==> config.mk <==
export PLATFORM = sky130hd
export DESIGN_NAME = fifo_ptr_ctrl_flat
export DESIGN_NICKNAME = d
export VERILOG_FILES = /design/src/rtl/fifo_ptr_ctrl_pkg.sv /design/src/rtl/fifo_ptr_ctrl_if.sv /design/src/rtl/fifo_ptr_ctrl_wrap_ptr.sv /design/src/rtl/fifo_ptr_ctrl.sv /design/src/flat_wrapper.sv
export SDC_FILE = /design/constraint.sdc
export NUM_CORES = 1
export LEC_CHECK = 0
export BUFFER_PORTS_ARGS = -buffer_cell sky130_fd_sc_hd__buf_2
export CORE_UTILIZATION = 30
export DETAILED_ROUTE_END_ITERATION = 10
export PLACE_DENSITY = 0.6
export SLEW_MARGIN = 20
export SYNTH_ARGS = -nofsm -noshare
export SYNTH_HDL_FRONTEND = slang
export SYNTH_SLANG_ARGS = --single-unit
==> constraint.sdc <==
create_clock -name clk -period 2.9 [get_ports clk]
set_input_delay 0.435 -clock clk [delete_from_list [all_inputs] [get_ports clk]]
set_output_delay 0.435 -clock clk [all_outputs]
set_load 0.03 [all_outputs]
==> src/rtl/fifo_ptr_ctrl_pkg.sv <==
// Shared defaults and helper types for the FIFO pointer/status controller.
package fifo_ptr_ctrl_pkg;

  // Default geometry used by all FIFO blocks
  localparam int FIFO_DEPTH_DEF        = 4;
  localparam int FIFO_AW_DEF           = 2;
  localparam int FIFO_ALMOST_FULL_DEF  = FIFO_DEPTH_DEF - 1;
  localparam int FIFO_ALMOST_EMPTY_DEF = 1;

  // Per-cycle occupancy operation, encoded as {push, pop}
  typedef enum logic [1:0] {
    OP_IDLE = 2'b00,
    OP_POP  = 2'b01,
    OP_PUSH = 2'b10,
    OP_BOTH = 2'b11
  } fifo_op_e;

  function automatic fifo_op_e fifo_op(input logic push, input logic pop);
    return fifo_op_e'({push, pop});
  endfunction

endpackage

==> src/rtl/fifo_ptr_ctrl_if.sv <==
// Client handshake and storage-side address/status bundle for fifo_ptr_ctrl.
interface fifo_ptr_ctrl_if
  import fifo_ptr_ctrl_pkg::*;
#(
  parameter int AW = FIFO_AW_DEF
);

  logic          flush;
  logic          wr_req;
  logic          rd_req;
  logic          w_en;
  logic          r_en;
  logic [AW-1:0] w_addr;
  logic [AW-1:0] r_addr;
  logic [AW:0]   count;
  logic          full;
  logic          empty;
  logic          almost_full;
  logic          almost_empty;
  logic          overflow;
  logic          underflow;

  // Client side: issues requests, observes strobes, addresses and status
  modport master (
    output flush, wr_req, rd_req,
    input  w_en, r_en, w_addr, r_addr, count,
    input  full, empty, almost_full, almost_empty, overflow, underflow
  );

  // Controller side
  modport slave (
    input  flush, wr_req, rd_req,
    output w_en, r_en, w_addr, r_addr, count,
    output full, empty, almost_full, almost_empty, overflow, underflow
  );

endinterface

==> src/rtl/fifo_ptr_ctrl_wrap_ptr.sv <==
// Modulo-DEPTH address counter with a wrap bit that toggles each time the
// address returns to zero. Works for non-power-of-two depths.
module wrap_ptr_counter
  import fifo_ptr_ctrl_pkg::*;
#(
  parameter int DEPTH = FIFO_DEPTH_DEF,
  parameter int AW    = FIFO_AW_DEF
) (
  input  logic          clk,
  input  logic          rst_n,
  input  logic          clr,
  input  logic          inc,
  output logic [AW-1:0] addr,
  output logic          wrap
);

  localparam logic [AW-1:0] LAST_ADDR = AW'(DEPTH - 1);

  logic [AW-1:0] addr_q, addr_d;
  logic          wrap_q, wrap_d;

  // Next pointer: clear wins, otherwise step and fold back at the last entry
  always_comb begin
    addr_d = addr_q;
    wrap_d = wrap_q;
    if (clr) begin
      addr_d = '0;
      wrap_d = 1'b0;
    end else if (inc) begin
      if (addr_q == LAST_ADDR) begin
        addr_d = '0;
        wrap_d = ~wrap_q;
      end else begin
        addr_d = addr_q + AW'(1);
      end
    end
  end

  // Pointer register
  always_ff @(posedge clk or negedge rst_n) begin
    if (!rst_n) begin
      addr_q <= '0;
      wrap_q <= 1'b0;
    end else begin
      addr_q <= addr_d;
      wrap_q <= wrap_d;
    end
  end

  assign addr = addr_q;
  assign wrap = wrap_q;

endmodule

==> src/rtl/fifo_ptr_ctrl.sv <==
// Pointer and status controller for the single-clock FIFO. Accepts client
// requests combinationally and keeps pointers, occupancy, status flags and
// error pulses in registers updated one cycle after acceptance.
module fifo_ptr_ctrl
  import fifo_ptr_ctrl_pkg::*;
#(
  parameter int MEMORY_DEPTH       = FIFO_DEPTH_DEF,
  parameter int FIFO_ADDRESS_SIZE  = FIFO_AW_DEF,
  parameter int ALMOST_FULL_LEVEL  = MEMORY_DEPTH - 1,
  parameter int ALMOST_EMPTY_LEVEL = FIFO_ALMOST_EMPTY_DEF
) (
  input  logic      clk,
  input  logic      rst_n,
  fifo_ptr_ctrl_if.slave bus
);

  localparam int             CW      = FIFO_ADDRESS_SIZE + 1;
  localparam logic [CW-1:0]  DEPTH_C = CW'(MEMORY_DEPTH);
  localparam logic           AE_RST  = (ALMOST_EMPTY_LEVEL >= 0);

  logic                         w_en, r_en;
  logic [FIFO_ADDRESS_SIZE-1:0] wr_addr, rd_addr;
  logic                         wr_wrap, rd_wrap;

  logic [CW-1:0] count_q, count_d;
  logic          full_q, full_d;
  logic          empty_q, empty_d;
  logic          afull_q, afull_d;
  logic          aempty_q, aempty_d;
  logic          ovf_q, ovf_d;
  logic          unf_q, unf_d;

  // Acceptance: full does not block a write when a read frees a slot in the
  // same cycle; empty always blocks a read (no write-to-read bypass).
  assign r_en = bus.rd_req & ~empty_q & ~bus.flush;
  assign w_en = bus.wr_req & (~full_q | bus.rd_req) & ~bus.flush;

  wrap_ptr_counter #(
    .DEPTH (MEMORY_DEPTH),
    .AW    (FIFO_ADDRESS_SIZE)
  ) u_wr_ptr (
    .clk   (clk),
    .rst_n (rst_n),
    .clr   (bus.flush),
    .inc   (w_en),
    .addr  (wr_addr),
    .wrap  (wr_wrap)
  );

  wrap_ptr_counter #(
    .DEPTH (MEMORY_DEPTH),
    .AW    (FIFO_ADDRESS_SIZE)
  ) u_rd_ptr (
    .clk   (clk),
    .rst_n (rst_n),
    .clr   (bus.flush),
    .inc   (r_en),
    .addr  (rd_addr),
    .wrap  (rd_wrap)
  );

  // Occupancy next state; acceptance logic already keeps it in 0..DEPTH
  always_comb begin
    count_d = count_q;
    if (bus.flush) begin
      count_d = '0;
    end else begin
      case (fifo_op(w_en, r_en))
        OP_PUSH: count_d = count_q + CW'(1);
        OP_POP:  count_d = count_q - CW'(1);
        default: count_d = count_q;
      endcase
    end
  end

  // Flags derived from next-state count so they never lag the count register
  always_comb begin
    full_d   = (count_d == DEPTH_C);
    empty_d  = (count_d == '0);
    afull_d  = (int'(count_d) >= ALMOST_FULL_LEVEL);
    aempty_d = (int'(count_d) <= ALMOST_EMPTY_LEVEL);
    ovf_d    = bus.wr_req & ~w_en & ~bus.flush;
    unf_d    = bus.rd_req & ~r_en & ~bus.flush;
  end

  // Status register bank
  always_ff @(posedge clk or negedge rst_n) begin
    if (!rst_n) begin
      count_q  <= '0;
      full_q   <= 1'b0;
      empty_q  <= 1'b1;
      afull_q  <= 1'b0;
      aempty_q <= AE_RST;
      ovf_q    <= 1'b0;
      unf_q    <= 1'b0;
    end else begin
      count_q  <= count_d;
      full_q   <= full_d;
      empty_q  <= empty_d;
      afull_q  <= afull_d;
      aempty_q <= aempty_d;
      ovf_q    <= ovf_d;
      unf_q    <= unf_d;
    end
  end

  // Pointer/flag consistency: equal addresses mean full or empty by wrap bits
  assert property (@(posedge clk) disable iff (!rst_n)
    full_q == ((wr_addr == rd_addr) && (wr_wrap != rd_wrap)));
  assert property (@(posedge clk) disable iff (!rst_n)
    empty_q == ((wr_addr == rd_addr) && (wr_wrap == rd_wrap)));

  assign bus.w_en         = w_en;
  assign bus.r_en         = r_en;
  assign bus.w_addr       = wr_addr;
  assign bus.r_addr       = rd_addr;
  assign bus.count        = count_q;
  assign bus.full         = full_q;
  assign bus.empty        = empty_q;
  assign bus.almost_full  = afull_q;
  assign bus.almost_empty = aempty_q;
  assign bus.overflow     = ovf_q;
  assign bus.underflow    = unf_q;

endmodule

==> src/flat_wrapper.sv <==
// flat-port wrapper written by rule: the top's interface ports become plain ports
module fifo_ptr_ctrl_flat import fifo_ptr_ctrl_pkg::*;
#(
  parameter int MEMORY_DEPTH       = FIFO_DEPTH_DEF,
  parameter int FIFO_ADDRESS_SIZE  = FIFO_AW_DEF,
  parameter int ALMOST_FULL_LEVEL  = MEMORY_DEPTH - 1,
  parameter int ALMOST_EMPTY_LEVEL = FIFO_ALMOST_EMPTY_DEF
)
  (clk, rst_n, bus_flush, bus_wr_req, bus_rd_req, bus_w_en, bus_r_en, bus_w_addr, bus_r_addr, bus_count, bus_full, bus_empty, bus_almost_full, bus_almost_empty, bus_overflow, bus_underflow);
  fifo_ptr_ctrl_if #(.AW(2)) bus_i ();
  input  logic clk;
  input  logic rst_n;
  input wire logic [$bits(bus_i.flush)-1:0] bus_flush;
  input wire logic [$bits(bus_i.wr_req)-1:0] bus_wr_req;
  input wire logic [$bits(bus_i.rd_req)-1:0] bus_rd_req;
  output wire logic [$bits(bus_i.w_en)-1:0] bus_w_en;
  output wire logic [$bits(bus_i.r_en)-1:0] bus_r_en;
  output wire logic [$bits(bus_i.w_addr)-1:0] bus_w_addr;
  output wire logic [$bits(bus_i.r_addr)-1:0] bus_r_addr;
  output wire logic [$bits(bus_i.count)-1:0] bus_count;
  output wire logic [$bits(bus_i.full)-1:0] bus_full;
  output wire logic [$bits(bus_i.empty)-1:0] bus_empty;
  output wire logic [$bits(bus_i.almost_full)-1:0] bus_almost_full;
  output wire logic [$bits(bus_i.almost_empty)-1:0] bus_almost_empty;
  output wire logic [$bits(bus_i.overflow)-1:0] bus_overflow;
  output wire logic [$bits(bus_i.underflow)-1:0] bus_underflow;
  assign bus_i.flush = bus_flush;
  assign bus_i.wr_req = bus_wr_req;
  assign bus_i.rd_req = bus_rd_req;
  assign bus_w_en = bus_i.w_en;
  assign bus_r_en = bus_i.r_en;
  assign bus_w_addr = bus_i.w_addr;
  assign bus_r_addr = bus_i.r_addr;
  assign bus_count = bus_i.count;
  assign bus_full = bus_i.full;
  assign bus_empty = bus_i.empty;
  assign bus_almost_full = bus_i.almost_full;
  assign bus_almost_empty = bus_i.almost_empty;
  assign bus_overflow = bus_i.overflow;
  assign bus_underflow = bus_i.underflow;
  fifo_ptr_ctrl #(.MEMORY_DEPTH(MEMORY_DEPTH), .FIFO_ADDRESS_SIZE(FIFO_ADDRESS_SIZE), .ALMOST_FULL_LEVEL(ALMOST_FULL_LEVEL), .ALMOST_EMPTY_LEVEL(ALMOST_EMPTY_LEVEL)) u_core (.clk(clk), .rst_n(rst_n), .bus(bus_i));
endmodule
==> metrics.md, run 1 <==
| Metric | Value |
|---|---|
| Skew-Pair Late Insertion Delay | `0.27 ns` |
| Required @ worst endpoint | `3.11 ns` |
| I/O pin count | `20` |
| Post-synthesis adder-cell area fraction | `5.200%` |
| RR Endpoint | `u_core.bus.full` |
| Worst-path cell chain | `nor2b_1 > or3_1 > ha_1 > fa_1 > xnor2_1 > or4_4 > a21oi_2` |
| PortBufs | `19` |
| Drt wl/cell | `around 11 um` |
| Fin crit share | `80.24%` |
| Worst slew pin tran | `0.4651 ns` |
| Post-DP HPWL | `859.6 um` |
| Max Slew Vio Count | `0` |
| Drt pass-1 iters | `2` |
| First-pass GRT wire length | `1.649 mm` |
| Antenna cell count | `0` |
| Max reg flops | `3` |
| WP buf/inv | `0` |
| Sequential-to-total area share from yosys stat | `52.40%` |
| Post-cts resize count | `0` |
| Final setup fails | `0` |
| Height of the die | `between 40 and 50 um` |
| H-tree levels | `1` |
| CTS tree | `done` |
| Synth Area in Compound Gates | `roughly 10%` |
| Pre-CTS setup slack | `0.4149 ns` |
| Fin Setup TNS | `0 ns` |
| Worst relative slew slack | `68.71%` |
| Routed via count | `485` |
| Number of global-route vias before repair | `373` |
| Commonest non-fill, non-tap cells in the layout | `buf_2, dfrtp_1, nor2_1` |
| Register-to-Register Setup Slack | `0.57 ns` |
| Final wirelength | `~1.1 mm` |
| Max-cap violations | `0` |
| R2R Path Start | `u_core.bus.full` |
| Cell Area, Synth | `625.6 um^2` |
| Maximum clock rate | `around 0.43 GHz` |
| Worst min path class | `in -> async` |
| Clk root buf | `clkbuf_4` |
| Tmin final | `about 2.3 ns` |
| Via density | `4.619` |
| Ratio of cells with drive above 1 in the final layout | `33.33%` |
| Outcome | `finished, final reports clean` |
| Mapped Cells | `57` |
| Slowest stage delay, CP | `~0.44 ns` |
| CP top delay family | `simple AND/OR/NAND/NOR gates` |
| Pin count of the biggest net entering global routing | `15` |
| Critical path class | `reg -> reg` |
| Final net count | `86` |
| Power Dens Cells | `543.3 mW/mm^2` |
| Xor and xnor area share after synthesis | `approximately 5.6%` |
| Largest family of logic cells by synthesized area | `simple AND/OR/NAND/NOR gates` |
| Maximum VDD drop | `roughly 0.00028 V` |
| Gpl congestion | `0.7562` |
| Crit path max fanout | `4` |
| Initial antenna violation count | `0` |
| Clock Path Buffers | `2` |
| GRT Util Overall | `~12%` |
| Congestion Overflow GR | `0` |
| Cts hold-fix bufs | `0` |
| CP max-delay cell | `or4_4` |
| Worst r2r path cells | `7` |
| Die area | `0.002272 mm^2` |
| CTS Buf Count | `3` |
| Core Rows | `16` |
| Core region area | `0.001962 mm^2` |
| Area delta synth->final | `22.20%` |
| Worst path arrival time | `2.53 ns` |
| RSZ-0062 raised after global routing | `false` |
| Pleak | `roughly 0.40 nW` |
| Iteration-0 DRC Markers | `2` |
| Starting density of the core | `between 30% and 40%` |
| Critical path startpoint category | `register` |
| Final worst slack | `0.5730 ns` |
| Post-route DRC violation count | `0` |
| Final ANT Viol Nets | `0` |
| Post-Syn Nets | `64` |
| Clk slew on worst S/H paths | `approximately 0.080 ns` |
| Synth Register Bits | `13` |
| Hold Fails Final Rpt | `0` |
| Most common cell after layout, fill and taps aside | `buf_2` |
| Crit end category | `register` |
| Synthesized area per cell | `10.98 um^2` |
| Clock skew | `around 0.0023 ns` |
| Fraction of synthesized area in multiplexers | `1.600%` |
| CTS Sinks | `13` |
| Yosys cell types | `30` |
| Simple-Gate Fraction of Synth Area | `20.40%` |
| Postcts setup bufs | `0` |
| Chip width | `47.67 um` |
| Yosys warns | `0` |
area by class of cell:
type                            count  area [um^2]
Timing Repair Buffer               19        95.09
Inverter                            3        11.26
Fill cell                         217         1197
Tap cell                           27        33.78
Clock buffer                        4        26.28
Sequential cell                    13        327.8
Multi-Input combinational cell     39        270.3
power breakdown:
part | switching (mW) | total [mW] | internal (mW)
clock | 0.0557 | 0.109 | 0.0533
sequential | 0.0110 | 0.208 | 0.197
combinational | 0.0657 | 0.0980 | 0.0323
total | 0.132 | 0.415 | 0.283
synth_stat cells:
| master | instances | area share [%] |
|---|---|---|
| fa_1 | 1 | 3.2 |
| inv_1 | 3 | 1.8 |
| nor3b_1 | 1 | 1.2 |
| a211oi_1 | 1 | 1.2 |
| nand3_1 | 1 | 0.80 |
| mux2i_1 | 1 | 1.6 |
| nor4_1 | 1 | 1.0 |
| o21ba_1 | 1 | 1.6 |
| or3_1 | 1 | 1.0 |
| nand3b_1 | 1 | 1.2 |
| a21oi_2 | 1 | 1.4 |
| or4_1 | 1 | 1.2 |
| ha_1 | 1 | 2.0 |
| o21ai_1 | 1 | 0.80 |
| nand2_1 | 2 | 1.2 |
| xnor2_1 | 2 | 2.8 |
| nor2b_1 | 3 | 3.0 |
| xor2_1 | 2 | 2.8 |
| a211o_1 | 1 | 1.4 |
| nor3_1 | 3 | 2.4 |
| nor2_1 | 6 | 3.6 |
| dfrtp_1 | 11 | 44 |
| or4_4 | 1 | 1.8 |
| o31ai_1 | 1 | 1.2 |
| buf_6 | 1 | 1.8 |
| buf_2 | 1 | 0.80 |
| o21bai_1 | 1 | 1.2 |
| dfstp_2 | 2 | 8.4 |
| a21oi_1 | 2 | 1.6 |
| nand2b_1 | 2 | 2.0 |
worst max path at each step:
| stage | start | to | slack [ns] | cells after the start |
|---|---|---|---|---|
| after floorplan | bus_rd_req | u_core.bus.almost_full | 0.48 | 7 |
| after global placement | bus_flush | u_core.bus.full | 0.42 | 7 |
| after detailed placement | bus_flush | u_core.bus.almost_full | 0.41 | 7 |
| after CTS | u_core.bus.full | u_core.bus.full | 0.56 | 7 |
| after global routing | u_core.bus.full | u_core.bus.almost_full | 0.46 | 7 |
| final | u_core.bus.full | u_core.bus.full | 0.57 | 7 |
per-layer routing:
layer	vias up	track usage [%]	wire [um]
li1	239	-	-
met2	15	15.34	505
met1	229	14.52	509
met3	2	5.660	84
met5	-	0	0
met4	0	8.333	21
through the flow:
step	power, mW	hold slack, ns	area [um^2]	instances	utilization [%]
detailed placement	0.3106	0.3351	738.2	101	37.63
global route	0.4442	0.03656	764.5	105	38.97
global placement	0.3099	0.3388	738.2	101	37.63
floorplan	0.2838	0.1394	625.6	57	-
finish	0.4154	0.03206	764.5	105	38.97
CTS	0.4230	0.03127	764.5	105	38.97
kinds of logic (layout without fill, tap and decap cells):
| kind of cell | after synthesis | after routing |
|---|---|---|
| simple gates | 23 | 23 |
| flops | 13 | 13 |
| compound gates | 9 | 9 |
| buf+inv | 5 | 26 |
| xor+xnor | 4 | 4 |
| fa+ha+maj | 2 | 2 |
| mux | 1 | 1 |
No activity file was read; power rests on OpenSTA's default activity.
==> inputs of run 2 (changes only) <==
--- a/config.mk
+++ b/config.mk
@@ -8,7 +8,7 @@
 export BUFFER_PORTS_ARGS = -buffer_cell sky130_fd_sc_hd__buf_2
 export CORE_UTILIZATION = 30
 export DETAILED_ROUTE_END_ITERATION = 10
-export PLACE_DENSITY = 0.6
+export PLACE_DENSITY = 0.62
 export SLEW_MARGIN = 20
 export SYNTH_ARGS = -nofsm -noshare
 export SYNTH_HDL_FRONTEND = slang
==> constraint.sdc (replaced) <==
create_clock -name clk -period 2 [get_ports clk]
set_input_delay 0.3 -clock clk [delete_from_list [all_inputs] [get_ports clk]]
set_output_delay 0.3 -clock clk [all_outputs]
set_load 0.03 [all_outputs]
==> run 2 against run 1 <==
Compared with the run above: total power rose by 52%; register-to-register slack got worse by 0.77 ns; final cell count rose by 10%; clock skew rose by 0.0012 ns; combinational power rose by 79%; the flow now finishes with violations (setup timing); largest cell class unchanged.
==> metrics.md, run 2 (synthesis results as in run 1) <==
| Metric | Value |
|---|---|
| Worst relative slew slack | `81.41% (+13 points)` |
| Clk slew on worst S/H paths | `0.07 ns (about the same)` |
| Final worst slack | `-0.1989 ns (-0.7719 ns)` |
| Maximum clock rate | `0.4548 GHz (+5.8%)` |
| Antenna cell count | `0 (unchanged)` |
| Core Rows | `16 (unchanged)` |
| PortBufs | `19 (unchanged)` |
| Fin Setup TNS | `-0.6634 ns (-0.6634 ns)` |
| Clock Path Buffers | `2 (unchanged)` |
| Clock group share of total power | `24.6% (-1.6 points)` |
| Filler cells | `199 (-8.3%)` |
| Hold Fails Final Rpt | `0 (unchanged)` |
| Drt pass-1 iters | `4 (+2)` |
| CP max-delay cell | `or4_4` |
| Hold depth | `3` |
| Congestion Overflow GR | `0 (unchanged)` |
| Critical path class | `reg -> reg` |
| Critical path startpoint category | `register` |
| Global Route met3 Usage | `2.264% (-3.4 points)` |
| Skew-Pair Late Insertion Delay | `0.27 ns (about the same)` |
| Failing checks | `setup timing` |
| Height of the die | `47.67 um (unchanged)` |
| Max reg flops | `3 (unchanged)` |
| H-tree levels | `1 (unchanged)` |
| Final wirelength | `1.204 mm (+7.4%)` |
| CTS Buf Count | `3 (unchanged)` |
| Pleak | `0.4513 nW (+13%)` |
| Final setup fails | `5 (+5)` |
| Maximum VDD drop | `0.0002274 V (-17%)` |
| Comb power frac | `27.7% (+4.1 points)` |
| Final net count | `97 (+13%)` |
| Drt wl/cell | `10.38 um (-2.8%)` |
| WP buf/inv | `0 (unchanged)` |
| RSZ-0062 raised after global routing | `true` |
| Fin crit share | `109.9% (+30 points)` |
| Fin Hold WS | `0.2935 ns (+0.2615 ns)` |
| CTS Sinks | `13 (unchanged)` |
| Met1 usage | `12.93% (-1.6 points)` |
| First-pass GRT wire length | `1.780 mm (+7.9%)` |
| Sequential share of power | `47.6% (-2.6 points)` |
| Core region area | `0.001962 mm^2 (unchanged)` |
| Worst r2r path cells | `7 (unchanged)` |
| Pre-CTS setup slack | `-0.1848 ns (-0.5996 ns)` |
| Area delta synth->final | `44.60%` |
| Commonest non-fill, non-tap cells in the layout | `buf_2, buf_4, dfrtp_1` |
| Total Power | `0.6326 mW (+52%)` |
| Crit path max fanout | `4 (unchanged)` |
| Number of global-route vias before repair | `470 (+26%)` |
| Final ANT Viol Nets | `0 (unchanged)` |
| Worst-path cell chain | `nor2b_4 > or3_4 > ha_4 > fa_2 > xnor2_2 > or4_4 > a21oi_2` |
| Via density | `4.647 (+0.60%)` |
| Worst path arrival time | `2.40 ns (-0.13 ns)` |
| M2 GR Usage | `19.73% (+4.4 points)` |
| Pin count of the biggest net entering global routing | `14 (-1)` |
| I/O pin count | `20 (unchanged)` |
| CP top delay family | `simple AND/OR/NAND/NOR gates` |
| Most common cell after layout, fill and taps aside | `buf_2` |
| Sw Ratio | `31.35% (-0.54 points)` |
| Die area | `0.002272 mm^2 (unchanged)` |
| Slowest stage delay, CP | `0.44 ns (about the same)` |
| GR peak layer | `met2` |
| Ratio of cells with drive above 1 in the final layout | `51.69% (+18 points)` |
| Post-DP HPWL | `964 um (+12%)` |
| Crit end category | `register` |
| Clk root buf | `clkbuf_4` |
| Final Core Density | `46.11% (+7.1 points)` |
| P_sw | `0.1983 mW (+50%)` |
| Max Slew Vio Count | `0 (unchanged)` |
| Max-cap violations | `0 (unchanged)` |
| Post-route DRC violation count | `0 (unchanged)` |
| Tmin final | `2.199 ns (-0.1281 ns)` |
| Iteration-0 DRC Markers | `5 (+3)` |
| Routed via count | `539 (+11%)` |
| Power Dens Cells | `699.3 mW/mm^2 (+29%)` |
| GRT Util Overall | `11.38% (-0.21 points)` |
| Crit path depth | `7 (unchanged)` |
| Worst min path class | `in -> reg` |
| Total internal power | `0.4343 mW (+54%)` |
| Clock skew | `0.003503 ns (+0.001202 ns)` |
| Outcome | `finished, violations left` |
| Gpl congestion | `0.7501 (-0.81%)` |
| Worst slew pin tran | `0.2788 ns (-0.1863 ns)` |
| Starting density of the core | `31.89% (unchanged)` |
| CTS tree | `done` |
| Initial antenna violation count | `0 (unchanged)` |
| Required @ worst endpoint | `2.20 ns (-0.91 ns)` |
| Chip width | `47.67 um (unchanged)` |
-- run 2: cell type report --
class	instances	area (um^2)	share of cell area [%]
clock buffer	4	26.28	2.905
timing repair buffer	30	180.2	19.92
multi-input combinational	39	324.1	35.82
sequential	13	329.1	36.38
tap	27	33.78	3.734
inverter	3	11.26	1.245
-- run 2: power by group through the flow --
stage	combinational, mW	sequential, mW	clock, mW
finish	0.175	0.301	0.156
global route	0.190	0.305	0.174
CTS	0.176	0.302	0.164
detailed placement	0.174	0.307	0
global placement	0.173	0.306	0
floorplan	0.0759	0.347	0
-- run 2: path summary, 6_finish.rpt --
kind                                         startpoint                      end  slack, ns
worst max-delay path                    u_core.bus.full          u_core.bus.full      -0.20
worst min-delay path                         bus_wr_req  u_core.u_wr_ptr.addr[0]       0.29
worst max register to register          u_core.bus.full          u_core.bus.full      -0.20
worst min register to register  u_core.u_rd_ptr.addr[1]  u_core.u_rd_ptr.addr[1]       0.54
max in group asynchronous                         rst_n  u_core.bus.almost_empty       1.30
min in group asynchronous                         rst_n     u_core.bus.underflow       0.43
-- run 2: repair_timing --
item | CTS | global route
hold buffers | 1 | 0
gates resized for setup | 1 | 1
setup endpoints to repair | 5 | 5
setup buffers | 0 | 0
endpoints found under the hold margin | 11 | 0
pin swaps | 2 | 0
-- run 2: worst register-to-register path, stage by stage, from the launching register on --
cell and delay (ns):
dfrtp_2 0.40, nor2b_4 0.12, or3_4 0.34, ha_4 0.17, fa_2 0.35, xnor2_2 0.18, or4_4 0.44, a21oi_2 0.13
-- run 2: layer usage --
metal | share of wire, % | up-vias
met5 | 0 | -
met4 | 1.6 | 0
met3 | 3.4 | 3
met2 | 50 | 12
met1 | 45 | 265
li1 | - | 259
-- run 2: through the flow --
stage	instances	cell area, um^2
floorplan	57	674.4
global placement	111	862.1
detailed placement	111	862.1
CTS	116	898.4
global route	116	904.6
finish	116	904.6
